### src/rtl/alu_pkg.sv
// Shared opcodes, flag bit positions and FSM encoding for the handshaked ALU responder.
package alu_pkg;

    localparam logic [3:0] OP_ADD  = 4'd0;
    localparam logic [3:0] OP_SUB  = 4'd1;
    localparam logic [3:0] OP_AND  = 4'd2;
    localparam logic [3:0] OP_OR   = 4'd3;
    localparam logic [3:0] OP_XOR  = 4'd4;
    localparam logic [3:0] OP_NOT  = 4'd5;
    localparam logic [3:0] OP_SHL  = 4'd6;
    localparam logic [3:0] OP_SHR  = 4'd7;
    localparam logic [3:0] OP_MUL  = 4'd8;
    localparam logic [3:0] OP_DIV  = 4'd9;
    localparam logic [3:0] OP_MOD  = 4'd10;
    localparam logic [3:0] OP_INC  = 4'd11;
    localparam logic [3:0] OP_DEC  = 4'd12;
    localparam logic [3:0] OP_PASA = 4'd13;
    localparam logic [3:0] OP_PASB = 4'd14;
    localparam logic [3:0] OP_CMP  = 4'd15;

    localparam int F_Z = 0;
    localparam int F_C = 1;
    localparam int F_N = 2;
    localparam int F_V = 3;
    localparam int F_E = 4;

    typedef enum logic [1:0] {
        S_IDLE = 2'd0,
        S_EXEC = 2'd1,
        S_DONE = 2'd2
    } state_t;

    function automatic logic op_is_iter(input logic [3:0] op);
        return (op == OP_MUL) || (op == OP_DIV) || (op == OP_MOD);
    endfunction

endpackage

### src/rtl/alu_seq_muldiv.sv
// Bit-serial shift-add multiplier and restoring divider sharing one 2*WIDTH accumulator.
// Outputs present the next iteration combinationally so the final step can be captured directly.
module alu_seq_muldiv #(
    parameter int WIDTH = 4,
    parameter int CW    = $clog2(WIDTH + 1)
) (
    input  logic                 clk,
    input  logic                 rst_n,
    input  logic                 start,
    input  logic                 mode,
    input  logic [WIDTH-1:0]     a,
    input  logic [WIDTH-1:0]     b,
    output logic                 done,
    output logic [2*WIDTH-1:0]   product,
    output logic [WIDTH-1:0]     quotient,
    output logic [WIDTH-1:0]     remainder,
    output logic [CW-1:0]        count
);

    logic                 busy_r;
    logic                 mode_r;
    logic [WIDTH-1:0]     opnd_r;
    logic [2*WIDTH-1:0]   acc_r;
    logic [CW-1:0]        count_r;

    logic [WIDTH:0]       mul_sum_s;
    logic [2*WIDTH-1:0]   mul_next_s;
    logic [WIDTH:0]       div_shift_s;
    logic [WIDTH-1:0]     div_diff_s;
    logic                 div_ge_s;
    logic [2*WIDTH-1:0]   div_next_s;

    // One iteration of each algorithm; for divide, upper half is the partial remainder
    always_comb begin
        mul_sum_s   = {1'b0, acc_r[2*WIDTH-1:WIDTH]} + (acc_r[0] ? {1'b0, opnd_r} : {(WIDTH+1){1'b0}});
        mul_next_s  = {mul_sum_s, acc_r[WIDTH-1:1]};
        div_shift_s = {acc_r[2*WIDTH-1:WIDTH], acc_r[WIDTH-1]};
        div_ge_s    = (div_shift_s >= {1'b0, opnd_r});
        div_diff_s  = div_shift_s[WIDTH-1:0] - opnd_r;
        if (div_ge_s) begin
            div_next_s = {div_diff_s, acc_r[WIDTH-2:0], 1'b1};
        end else begin
            div_next_s = {div_shift_s[WIDTH-1:0], acc_r[WIDTH-2:0], 1'b0};
        end
    end

    assign done      = busy_r && (count_r == CW'(WIDTH - 1));
    assign product   = mul_next_s;
    assign quotient  = div_next_s[WIDTH-1:0];
    assign remainder = div_next_s[2*WIDTH-1:WIDTH];
    assign count     = count_r;

    // Operand load on start, then one iteration per cycle until the last step is consumed
    always_ff @(posedge clk or negedge rst_n) begin
        if (!rst_n) begin
            busy_r  <= 1'b0;
            mode_r  <= 1'b0;
            opnd_r  <= {WIDTH{1'b0}};
            acc_r   <= {(2*WIDTH){1'b0}};
            count_r <= {CW{1'b0}};
        end else if (start) begin
            busy_r  <= 1'b1;
            mode_r  <= mode;
            opnd_r  <= mode ? b : a;
            acc_r   <= {{WIDTH{1'b0}}, (mode ? a : b)};
            count_r <= {CW{1'b0}};
        end else if (busy_r) begin
            acc_r <= mode_r ? div_next_s : mul_next_s;
            if (done) begin
                busy_r  <= 1'b0;
                count_r <= {CW{1'b0}};
            end else begin
                count_r <= count_r + CW'(1);
            end
        end
    end

endmodule

### src/rtl/alu_req_responder.sv
// Serving end of the control-unit/ALU four-phase handshake: captures a request, executes it
// (single-cycle or bit-serial), then acknowledges with registered result and flags.
module alu_req_responder
    import alu_pkg::*;
#(
    parameter int WIDTH   = 4,
    parameter int FLAGS_W = 5
) (
    input  logic               clk,
    input  logic               iRst_n,
    input  logic               iReq,
    input  logic [3:0]         iOpCode,
    input  logic [WIDTH-1:0]   iA,
    input  logic [WIDTH-1:0]   iB,
    output logic               oAck,
    output logic               oBusy,
    output logic [WIDTH-1:0]   oResultado,
    output logic [FLAGS_W-1:0] oFlags
);

    localparam int CW = $clog2(WIDTH + 1);
    localparam int M  = WIDTH - 1;

    state_t               state_r, state_next_s;
    logic [3:0]           op_r;
    logic [WIDTH-1:0]     a_r, b_r, res_r;
    logic [FLAGS_W-1:0]   flags_r;

    logic                 md_start_s, md_mode_s, md_done_s, md_last_s;
    logic [2*WIDTH-1:0]   md_product_s;
    logic [WIDTH-1:0]     md_quotient_s, md_remainder_s;
    logic [CW-1:0]        md_count_s;

    logic                 iter_s, div0_s;
    logic [WIDTH:0]       sum_s, diff_s, inc_s, dec_s;
    logic [WIDTH-1:0]     res_s, fv_s;
    logic                 c_s, v_s, e_s;
    logic [FLAGS_W-1:0]   flags_s;
    logic                 ack_s, busy_s;

    assign md_start_s = (state_r == S_IDLE) && iReq && op_is_iter(iOpCode)
                        && !((iOpCode != OP_MUL) && (iB == {WIDTH{1'b0}}));
    assign md_mode_s  = (iOpCode != OP_MUL);

    alu_seq_muldiv #(.WIDTH(WIDTH), .CW(CW)) u_muldiv (
        .clk       (clk),
        .rst_n     (iRst_n),
        .start     (md_start_s),
        .mode      (md_mode_s),
        .a         (iA),
        .b         (iB),
        .done      (md_done_s),
        .product   (md_product_s),
        .quotient  (md_quotient_s),
        .remainder (md_remainder_s),
        .count     (md_count_s)
    );

    assign iter_s    = op_is_iter(op_r);
    assign div0_s    = ((op_r == OP_DIV) || (op_r == OP_MOD)) && (b_r == {WIDTH{1'b0}});
    // Require the counter to agree with done so a stale done can never end EXEC early
    assign md_last_s = md_done_s && (md_count_s == CW'(WIDTH - 1));

    assign sum_s  = {1'b0, a_r} + {1'b0, b_r};
    assign diff_s = {1'b0, a_r} - {1'b0, b_r};
    assign inc_s  = {1'b0, a_r} + {{WIDTH{1'b0}}, 1'b1};
    assign dec_s  = {1'b0, a_r} - {{WIDTH{1'b0}}, 1'b1};

    // Result and flag computation for the op being completed this cycle
    always_comb begin
        res_s = {WIDTH{1'b0}};
        c_s   = 1'b0;
        v_s   = 1'b0;
        e_s   = 1'b0;
        case (op_r)
            OP_ADD: begin
                res_s = sum_s[M:0];
                c_s   = sum_s[WIDTH];
                v_s   = (a_r[M] == b_r[M]) && (sum_s[M] != a_r[M]);
            end
            OP_SUB: begin
                res_s = diff_s[M:0];
                c_s   = diff_s[WIDTH];
                v_s   = (a_r[M] != b_r[M]) && (diff_s[M] != a_r[M]);
            end
            OP_CMP: begin
                res_s = {WIDTH{1'b0}};
                c_s   = diff_s[WIDTH];
                v_s   = (a_r[M] != b_r[M]) && (diff_s[M] != a_r[M]);
            end
            OP_AND:  res_s = a_r & b_r;
            OP_OR:   res_s = a_r | b_r;
            OP_XOR:  res_s = a_r ^ b_r;
            OP_NOT:  res_s = ~a_r;
            OP_SHL: begin
                res_s = {a_r[M-1:0], 1'b0};
                c_s   = a_r[M];
            end
            OP_SHR: begin
                res_s = {1'b0, a_r[M:1]};
                c_s   = a_r[0];
            end
            OP_MUL: begin
                res_s = md_product_s[M:0];
                c_s   = |md_product_s[2*WIDTH-1:WIDTH];
            end
            OP_DIV: begin
                if (div0_s) begin
                    res_s = {WIDTH{1'b1}};
                    e_s   = 1'b1;
                end else begin
                    res_s = md_quotient_s;
                end
            end
            OP_MOD: begin
                if (div0_s) begin
                    res_s = {WIDTH{1'b1}};
                    e_s   = 1'b1;
                end else begin
                    res_s = md_remainder_s;
                end
            end
            OP_INC: begin
                res_s = inc_s[M:0];
                c_s   = inc_s[WIDTH];
                v_s   = !a_r[M] && inc_s[M];
            end
            OP_DEC: begin
                res_s = dec_s[M:0];
                c_s   = dec_s[WIDTH];
                v_s   = a_r[M] && !dec_s[M];
            end
            OP_PASA: res_s = a_r;
            OP_PASB: res_s = b_r;
            default: res_s = {WIDTH{1'b0}};
        endcase
        if (op_r == OP_CMP) begin
            fv_s = diff_s[M:0];
        end else begin
            fv_s = res_s;
        end
        flags_s      = {FLAGS_W{1'b0}};
        flags_s[F_Z] = (fv_s == {WIDTH{1'b0}});
        flags_s[F_C] = c_s;
        flags_s[F_N] = fv_s[M];
        flags_s[F_V] = v_s;
        flags_s[F_E] = e_s;
    end

    // State register
    always_ff @(posedge clk or negedge iRst_n) begin
        if (!iRst_n) begin
            state_r <= S_IDLE;
        end else begin
            state_r <= state_next_s;
        end
    end

    // Next-state logic; iReq is ignored while executing
    always_comb begin
        state_next_s = state_r;
        case (state_r)
            S_IDLE: begin
                if (iReq) begin
                    state_next_s = S_EXEC;
                end else begin
                    state_next_s = S_IDLE;
                end
            end
            S_EXEC: begin
                if (iter_s && !div0_s && !md_last_s) begin
                    state_next_s = S_EXEC;
                end else begin
                    state_next_s = S_DONE;
                end
            end
            S_DONE: begin
                if (iReq) begin
                    state_next_s = S_DONE;
                end else begin
                    state_next_s = S_IDLE;
                end
            end
            default: state_next_s = S_IDLE;
        endcase
    end

    // Handshake outputs decoded from the state register
    always_comb begin
        case (state_r)
            S_EXEC: begin
                busy_s = 1'b1;
                ack_s  = 1'b0;
            end
            S_DONE: begin
                busy_s = 1'b0;
                ack_s  = 1'b1;
            end
            default: begin
                busy_s = 1'b0;
                ack_s  = 1'b0;
            end
        endcase
    end

    // Operand capture on acceptance, result/flags update only on entry to DONE
    always_ff @(posedge clk or negedge iRst_n) begin
        if (!iRst_n) begin
            op_r    <= 4'd0;
            a_r     <= {WIDTH{1'b0}};
            b_r     <= {WIDTH{1'b0}};
            res_r   <= {WIDTH{1'b0}};
            flags_r <= {FLAGS_W{1'b0}};
        end else begin
            if ((state_r == S_IDLE) && iReq) begin
                op_r <= iOpCode;
                a_r  <= iA;
                b_r  <= iB;
            end
            if ((state_r == S_EXEC) && (state_next_s == S_DONE)) begin
                res_r   <= res_s;
                flags_r <= flags_s;
            end
        end
    end

    assign oAck       = ack_s;
    assign oBusy      = busy_s;
    assign oResultado = res_r;
    assign oFlags     = flags_r;

endmodule

### config.mk
export PLATFORM = sky130hd
export DESIGN_NAME = alu_req_responder
export DESIGN_NICKNAME = d
export VERILOG_FILES = /design/src/rtl/alu_pkg.sv /design/src/rtl/alu_seq_muldiv.sv /design/src/rtl/alu_req_responder.sv
export SDC_FILE = /design/constraint.sdc
export NUM_CORES = 1
export LEC_CHECK = 0
export ABC_AREA = 0
export BUFFER_PORTS_ARGS = -buffer_cell sky130_fd_sc_hd__buf_2
export CAP_MARGIN = 10
export CELL_PAD_IN_SITES_DETAIL_PLACEMENT = 0
export CELL_PAD_IN_SITES_GLOBAL_PLACEMENT = 1
export CORE_MARGIN = 1
export CORE_UTILIZATION = 30
export CTS_BUF_LIST = sky130_fd_sc_hd__clkbuf_16
export DETAILED_ROUTE_END_ITERATION = 7
export PLACE_DENSITY_LB_ADDON = 0.12
export SLEW_MARGIN = 10
export SYNTH_ARGS = -nofsm -noshare
export SYNTH_HDL_FRONTEND = slang
export SYNTH_SLANG_ARGS = --single-unit
### constraint.sdc
create_clock -name clk -period 3.2 [get_ports clk]
set_clock_uncertainty 0.1 [all_clocks]
set_input_delay 0.16 -clock clk [delete_from_list [all_inputs] [get_ports clk]]
set_output_delay 0.16 -clock clk [all_outputs]
set_load 0.005 [all_outputs]
Yosys cells after proc, flatten, opt, wreduce, memory -nomap -nowiden. Cells that the tools add are included.

Memories: 0. Word-level logic and storage cells: 110. Bits in read-only memories: 0. Latch bits: 0. RAM bits: 0. Register bits after elaboration: 40.

Equal/unequal tests: 27. $lt $le $gt $ge: 1. Reduce and logical (&&, ||, !) cells: 33. $mul: 0. Div/mod/pow operators: 0. Shift-type cells: 0. Add/subtract/negate cells: 7. Muxes and demuxes: 27. Bitwise logic cells: 4.

Operators with widths (count): case mux 4 bit (16 select lines) (1); equality test 4 bit (second input constant) (11); two-way mux 8 bit (4); two-way mux 4 bit (6); equality test 4 x 3 -> 1 bit (second input constant) (4); logical NOT 4 bit (4); logical AND 1 bit (14); two-way mux 3 bit (3); equality test 4 x 2 -> 1 bit (second input constant) (2); two-way mux 1 bit (8); case mux 1 bit (7 select lines) (1); case mux 2 bit (3 select lines) (1); adder 4 x 1 -> 5 bit (second input constant) (1); adder 4 x 4 -> 5 bit (1); adder 4 x 5 -> 5 bit (1); >= comparator 5 x 4 -> 1 bit (1); logical NOT 1 bit (5); logical OR 1 bit (5); subtractor 4 x 1 -> 5 bit (second input constant) (1); subtractor 4 x 4 -> 5 bit (1); bitwise AND 4 bit (1); equality test 2 bit (second input constant) (2); equality test 4 x 1 -> 1 bit (second input constant) (1); two-way mux 2 bit (2); other kinds (15) (18).

Logic depth before layout (Yosys ltp). Gate-level depths: netlist (run 1).

Depth after elaboration: 10. Depth in mapped cells: 11.

Modules after synthesis. A second synthesis (run 1) with hierarchy kept.

Cell total of the unflattened synthesis: 415. Area, all modules: 3580.9 µm².

Modules (own cells, without submodules): alu_req_responder (seq. area each 575.6 µm², instances 1, area an instance 2222.1 µm², cells an instance 264); alu_seq_muldiv (seq. area each 425.4 µm², instances 1, area an instance 1358.8 µm², cells an instance 151).

Least setup slack after synthesis (run 1). Ideal clock, no wire load.

Kind: reg2reg. Start point: register a_r[2]. End point: register flags_r[2] (netlist: oFlags[2]). Stages on the path, launching flop included: 11. Buffers on the path: 1. Setup slack: 447 ps. Required time: 2975 ps. Clock period less this slack: 2753 ps. Arrival: 2529 ps. Cell sequence: dfrtp_1 > clkbuf_1 > inv_1 > ha_1 > inv_1 > a211o_1 > xor2_1 > o211a_1 > a22oi_1 > or3_4 > mux2_2.

Word-level cells in the longest chain between the ends: 3. Elaborated cells on any way between the ends: 6.

RTL lines: start: declaration (line alu_req_responder.sv:26) `logic [WIDTH-1:0] a_r, b_r, res_r;`; start signal: assignment (line alu_req_responder.sv:210) `a_r <= {WIDTH{1'b0}};`; start signal: assignment (line alu_req_responder.sv:217) `a_r <= iA;`; subtractor 4 x 1 -> 5 bit (tied with other cells) (line alu_req_responder.sv:67) `assign dec_s = {1'b0, a_r} - {{WIDTH{1'b0}}, 1'b1};`; case mux 4 bit (16 select lines) (line alu_req_responder.sv:75) `case (op_r)`; two-way mux 4 bit (*) (line alu_req_responder.sv:137) `if (op_r == OP_CMP) begin`; end signal: assignment (line alu_req_responder.sv:213) `flags_r <= {FLAGS_W{1'b0}};`; end signal: assignment (line alu_req_responder.sv:222) `flags_r <= flags_s;`; end: declaration (line alu_req_responder.sv:27) `logic [FLAGS_W-1:0] flags_r;`.

Mark *: on every way between the ends. The rest lies on a longest branch, timed or not. A chain may end at the register's enable or synchronous reset.

Final worst setup path (run 1).
Start point: register a_r[3]. End point: register flags_r[0] (netlist: oFlags[0]).

Word-level cells in the longest chain between the ends: 4. Elaborated cells on any way between the ends: 11.

RTL lines: subtractor 4 x 1 -> 5 bit (tied with other cells) (line alu_req_responder.sv:67); case mux 4 bit (16 select lines) (line alu_req_responder.sv:75); two-way mux 4 bit (*) (line alu_req_responder.sv:137); logical NOT 4 bit (*) (line alu_req_responder.sv:143) `flags_s[F_Z] = (fv_s == {WIDTH{1'b0}});`.

Marks and branches as above.

==> flow_summary.ini, run 1 <==
[hold_path]
min_path_type = in -> reg
hold_depth = 3

[detailed_routing]
drt_wl_total_um = 11500
firstDrtPassIters = 5
avgRoutedWirePerCell_um = 19.7
drc = 0
drtAntennaViolNets = 0
num_vias = 3284
viasPerCell = 5.61
detailedRoute.firstIterationViolations = 259

[floorplan]
start_util_pct = 31.4
dieWidth_um = 109
dieArea_um2 = 12000
rows = 38
die_height_um = 109
core_um2 = 11000
io_pins = 26

[cells_and_area]
drive_above_1_share_pct = 17.3
fin_util_pct = 36.8
instances_no_fill = 585
fin_nets = 488
final_cell_mix = 43 x nand2_1, 38 x dfrtp_1, 30 x o21ai_0
nFillCells = 1181
layout_commonest_cell = nand2_1
n_antenna_cell = 0
multi_input_area_um2 = 2280
regArea_um2 = 1000
areaGrowthSynthToFinish_pct = 17.2

[yosys]
synth_area_um2 = 3470
synthXorXnorAreaFrac_pct = 2.78
synth_compound_area_share_pct = 23.6
synthesis.nets = 452
synthAdderAreaFrac_pct = 11.3
yosysSeqAreaShare_pct = 28.9
synth-edff-count = 0
synthMuxAreaShare_pct = 7.51
synth_cells = 408
ys_types = 65
avgSynthCellArea_um2 = 8.49
ys_ff_latch = 40
async_reset_ff_share_pct = 100
synth_top_family_by_area = compound AO/OA/AOI/OAI gates
ys_warn_count = 0
yosys.area_share.simple_pct = 20.4
synth-main-ff-cell = dfrtp_1

[timing]
worstMarginPinSlew_ns = 0.956
setup_ws_ns = 0.120
slew_viol_final = 0
finalSetupTns_ns = 0
finalCritPeriodShare_pct = 96.2
period_needed_ns = 3.08
hold_viol_final = 0
rsz0062_at_grt = no
setup_violations = 0
max_freq_mhz = 325
maxSlewHeadroom_pct = 36.3

[clock_tree]
root_buffer = clkbuf_16
clock_path_buffers = 2
cts-buffers-inserted = 5
path_clk_slew_ns = 0.07
clock_sinks = 40
post_cts_buffers = 0
insertion_delay_ns = 0.29
cts.htree.levels = 2
cts_tree = yes

[pwr]
leakage_nw = 1.79
design_power_total_mw = 5.11
irDropWorstVdd_mv = 0.409
power_density_nw_per_um2 = 1260

[run_status]
outcome = finished, final reports clean

[global_routing]
grt_pass1_wl_um = 18300
grt_max_degree = 41
gr-usage-all-layers_pct = 20.8
first_global_vias = 3160
grt_overflow = 0
grt_antenna_before_repair = 0

[place]
io_buffers = 25
placed_cells = 573
place.gp.congestion = 0.891
place_ws_ns = 0.126
dpl.hpwl_um = 8600

[setup_path]
r2r_slack_ns = 0.12
critPathLaunchType = register
crit_type = reg -> reg
r2r_cells = 9
crit_path_max_fanout = 9
crit_arrival_ns = 3.16
required_ns = 3.28
setup.worst_path.end_class = register

[run]
cap_viol_max_count = 0
==> worst paths after layout <==
| path | endpoint | startpoint |
|---|---|---|
| setup / recovery | oFlags[0] | a_r[3] |
| max in group asynchronous | a_r[1] | iRst_n |
| hold / removal | a_r[2] | iA[2] |
| hold reg to reg | oFlags[3] | oFlags[3] |
| setup reg to reg | oFlags[0] | a_r[3] |
| min in group asynchronous | a_r[3] | iRst_n |
==> cells by family after synthesis <==
group	Yosys count
adders and majority gates	29
muxes	25
DFF	40
and+or+nand+nor	138
AOI/OAI and AO/OA	121
xor gates and xnor gates	11
buffers and inverters	44
==> flip-flops by register name, indices dropped and copies added (netlist names), 2 cells and up <==
signal / flops
u_muldiv.opnd_r: 4
op_r: 4
u_muldiv.acc_r: 8
oFlags: 5
oResultado: 4
u_muldiv.count: 3
b_r: 4
state_r: 2
a_r: 4
==> power breakdown <==
group | leakage, nW | internal, mW | switching, mW
sequential | 0.491 | 0.735 | 0.389
clock | 0.0814 | 0.367 | 0.226
combinational | 1.22 | 1.47 | 1.93
total | 1.79 | 2.57 | 2.54
==> synth_stat cells, types with 6 or more instances <==
cell	count	area [µm²]
a211oi_1	8	60.1
o21ai_0	30	150
nand3_1	8	40.0
ha_1	25	313
nor2_1	28	105
buf_2	6	30.0
nand3b_1	6	45.0
nor3_1	7	35.0
o211ai_1	8	60.1
nand2b_1	12	75.1
mux2i_1	17	170
xor2_1	7	61.3
a21o_1	6	45.0
a21oi_1	26	130
inv_1	20	75.1
nand2_1	43	161
dfrtp_1	40	1000
nor2b_1	8	50.1
clkbuf_1	12	45.0
mux2_2	6	67.6
==> per-layer routing <==
metal	GRT usage [%]	up-vias	part of all wire, %
li1	-	1555	-
met1	31.2	1602	50
met2	29.8	111	42
met3	3.62	16	5.5
met4	6.76	0	2.1
met5	0	-	0
==> what timing repair did <==
action | 4_1_cts | 5_1_grt
endpoints found under the hold margin | 43 | 0
endpoints found under the setup margin | 0 | 2
gates resized for setup | 0 | 2
hold buffers | 4 | 0
==> through the flow <==
stage / cell area, µm² / hold WS (ns)
4_1_cts: 4060 / 0.0374
5_1_grt: 4060 / 0.0559
3_3_place_gp: 3850 / 0.261
3_5_place_dp: 3850 / 0.261
2_1_floorplan: 3470 / -0.236
6_report: 4060 / 0.0387
==> cell type report <==
class | count | area share [%]
clock buffer | 5 | 3.08
clock inverter | 3 | 1.05
inverter | 20 | 1.85
multi-input combinational | 324 | 56.2
sequential | 40 | 24.7
tap | 140 | 4.31
timing repair buffer | 53 | 8.81
==> critical path, stage by stage, from the launching register on <==
cell and delay, ns:
dfrtp_1 0.57, inv_1 0.24, ha_1 0.34, mux2_1 0.14, o32ai_1 0.11, a2111oi_2 0.45, o211a_1 0.21, a22oi_1 0.11
or3_4 0.43, o41ai_2 0.28
(Power assumes the default switching activity.)
==> inputs of run 2 (changes only) <==
--- a/config.mk
+++ b/config.mk
@@ -15,6 +15,7 @@
 export CTS_BUF_LIST = sky130_fd_sc_hd__clkbuf_16
 export DETAILED_ROUTE_END_ITERATION = 7
 export PLACE_DENSITY_LB_ADDON = 0.12
+export SKIP_CTS_REPAIR_TIMING = 1
 export SLEW_MARGIN = 10
 export SYNTH_ARGS = -nofsm -noshare
 export SYNTH_HDL_FRONTEND = slang
==> constraint.sdc (replaced) <==
create_clock -name clk -period 3.3 [get_ports clk]
set_clock_uncertainty 0.1 [all_clocks]
set_input_delay 0.165 -clock clk [delete_from_list [all_inputs] [get_ports clk]]
set_output_delay 0.165 -clock clk [all_outputs]
set_load 0.005 [all_outputs]
==> flow_summary.ini, run 2 (same netlist as run 1, synthesis figures left out) <==
[cells_and_area]
multi_input_area_um2 = 2280
areaGrowthSynthToFinish_pct = 14.7
regArea_um2 = 1000
n_antenna_cell = 0
regMostFlops = u_muldiv.acc_r
layout_commonest_cell = nand2_1
final_cell_mix = 43 x nand2_1, 40 x dfrtp_1, 30 x o21ai_0
drive_above_1_share_pct = 16.5
largest_register_ffs = 8
fin_nets = 480
nFillCells = 1171

[timing]
holdWs_ns = -0.0775
setup_ws_ns = 0.301
max_freq_mhz = 333
slew_viol_final = 0
hold_viol_final = 41
setup_violations = 0
rsz0062_at_grt = no
period_needed_ns = 3.00
maxSlewHeadroom_pct = 35.2
finalCritPeriodShare_pct = 90.9
finalSetupTns_ns = 0
worstMarginPinSlew_ns = 0.973

[setup_path]
rr_startpoint = a_r[0]
critPathLaunchType = register
crit_path_start = a_r[0]
worstReg2RegEnd = oFlags[0]
setup.worst_path.end_class = register
crit_path_max_fanout = 8
crit_arrival_ns = 3.08
r2r_cells = 10
crit_type = reg -> reg
r2r_slack_ns = 0.30
required_ns = 3.38

[detailed_routing]
detailedRoute.firstIterationViolations = 273
drc = 0
viasPerCell = 5.55
drtAntennaViolNets = 0
firstDrtPassIters = 5
drt_wl_total_um = 11400
avgRoutedWirePerCell_um = 19.7
num_vias = 3201

[global_routing]
grt_pass1_wl_um = 17900
gr-usage-all-layers_pct = 20.0
grt_overflow = 0
first_global_vias = 3027
grt_antenna_before_repair = 0
grt_max_degree = 41

[clock_tree]
insertion_delay_ns = 0.28
cts.htree.levels = 2
cts-buffers-inserted = 5
cts_tree = yes
root_buffer = clkbuf_16
path_clk_slew_ns = 0.06
clock_sinks = 40
clock_path_buffers = 2

[place]
io_buffers = 25
place.gp.congestion = 0.931
dpl.hpwl_um = 8720
place_ws_ns = 0.334

[run]
cap_viol_max_count = 0

[run_status]
outcome = complete, but fails checks
violations = hold timing

[floorplan]
dieWidth_um = 109
start_util_pct = 31.4
io_pins = 26
rows = 38
core_um2 = 11000
die_height_um = 109
dieArea_um2 = 12000

[pwr]
irDropWorstVdd_mv = 0.443
leakage_nw = 1.75
power_density_nw_per_um2 = 1230

[hold_path]
min_path_type = in -> async
run 2: stage by stage:
stage | hold WS, ns | instances | total power [mW] | utilization (%) | area, µm²
6_report | -0.0775 | 577 | 4.90 | 36.0 | 3980
4_1_cts | -0.0352 | 577 | 4.90 | 36.0 | 3980
2_1_floorplan | -0.231 | 408 | 3.24 | - | 3470
5_1_grt | 0.0139 | 577 | 5.31 | 36.0 | 3980
3_3_place_gp | 0.257 | 569 | 4.34 | 34.5 | 3810
3_5_place_dp | 0.272 | 569 | 4.31 | 34.5 | 3810
run 2: how the worst max path moves through the flow:
| stage | to | slack [ns] | cells past startpoint |
|---|---|---|---|
| finish | oFlags[0] | 0.30 | 10 |
| detailed placement | oFlags[2] | 0.33 | 10 |
| global route | oFlags[0] | 0.12 | 10 |
| global placement | oFlags[0] | 0.36 | 10 |
| CTS | oFlags[0] | 0.31 | 10 |
| floorplan | oFlags[2] | 0.55 | 10 |
run 2: metal layers:
metal / wire, µm / up-vias / GRT usage (%)
met5: 0 / - / 0
met4: 263 / 0 / 6.67
met3: 549 / 15 / 2.37
met2: 4820 / 111 / 29.4
met1: 5730 / 1536 / 30.1
li1: - / 1539 / -
run 2: final cells by class:
class | instances | area share (%)
Tap cell | 140 | 4.41
Timing Repair Buffer | 45 | 6.92
Clock inverter | 3 | 1.07
Inverter | 20 | 1.89
Multi-Input combinational cell | 324 | 57.4
Clock buffer | 5 | 3.15
Sequential cell | 40 | 25.2
run 2: report_power, final:
part	internal, mW	switching [mW]
clock	0.355	0.207
sequential	0.709	0.439
combinational	1.39	1.80
total	2.46	2.45
run 2: critical path, stage by stage (launching register included):
cell      delay [ns]
dfrtp_1         0.56
inv_1           0.23
ha_1            0.26
inv_1           0.07
fa_1            0.42
a221oi_1        0.33
a21oi_1         0.07
o31ai_1         0.24
o311a_1         0.32
nand2_1         0.09
o41ai_2         0.21
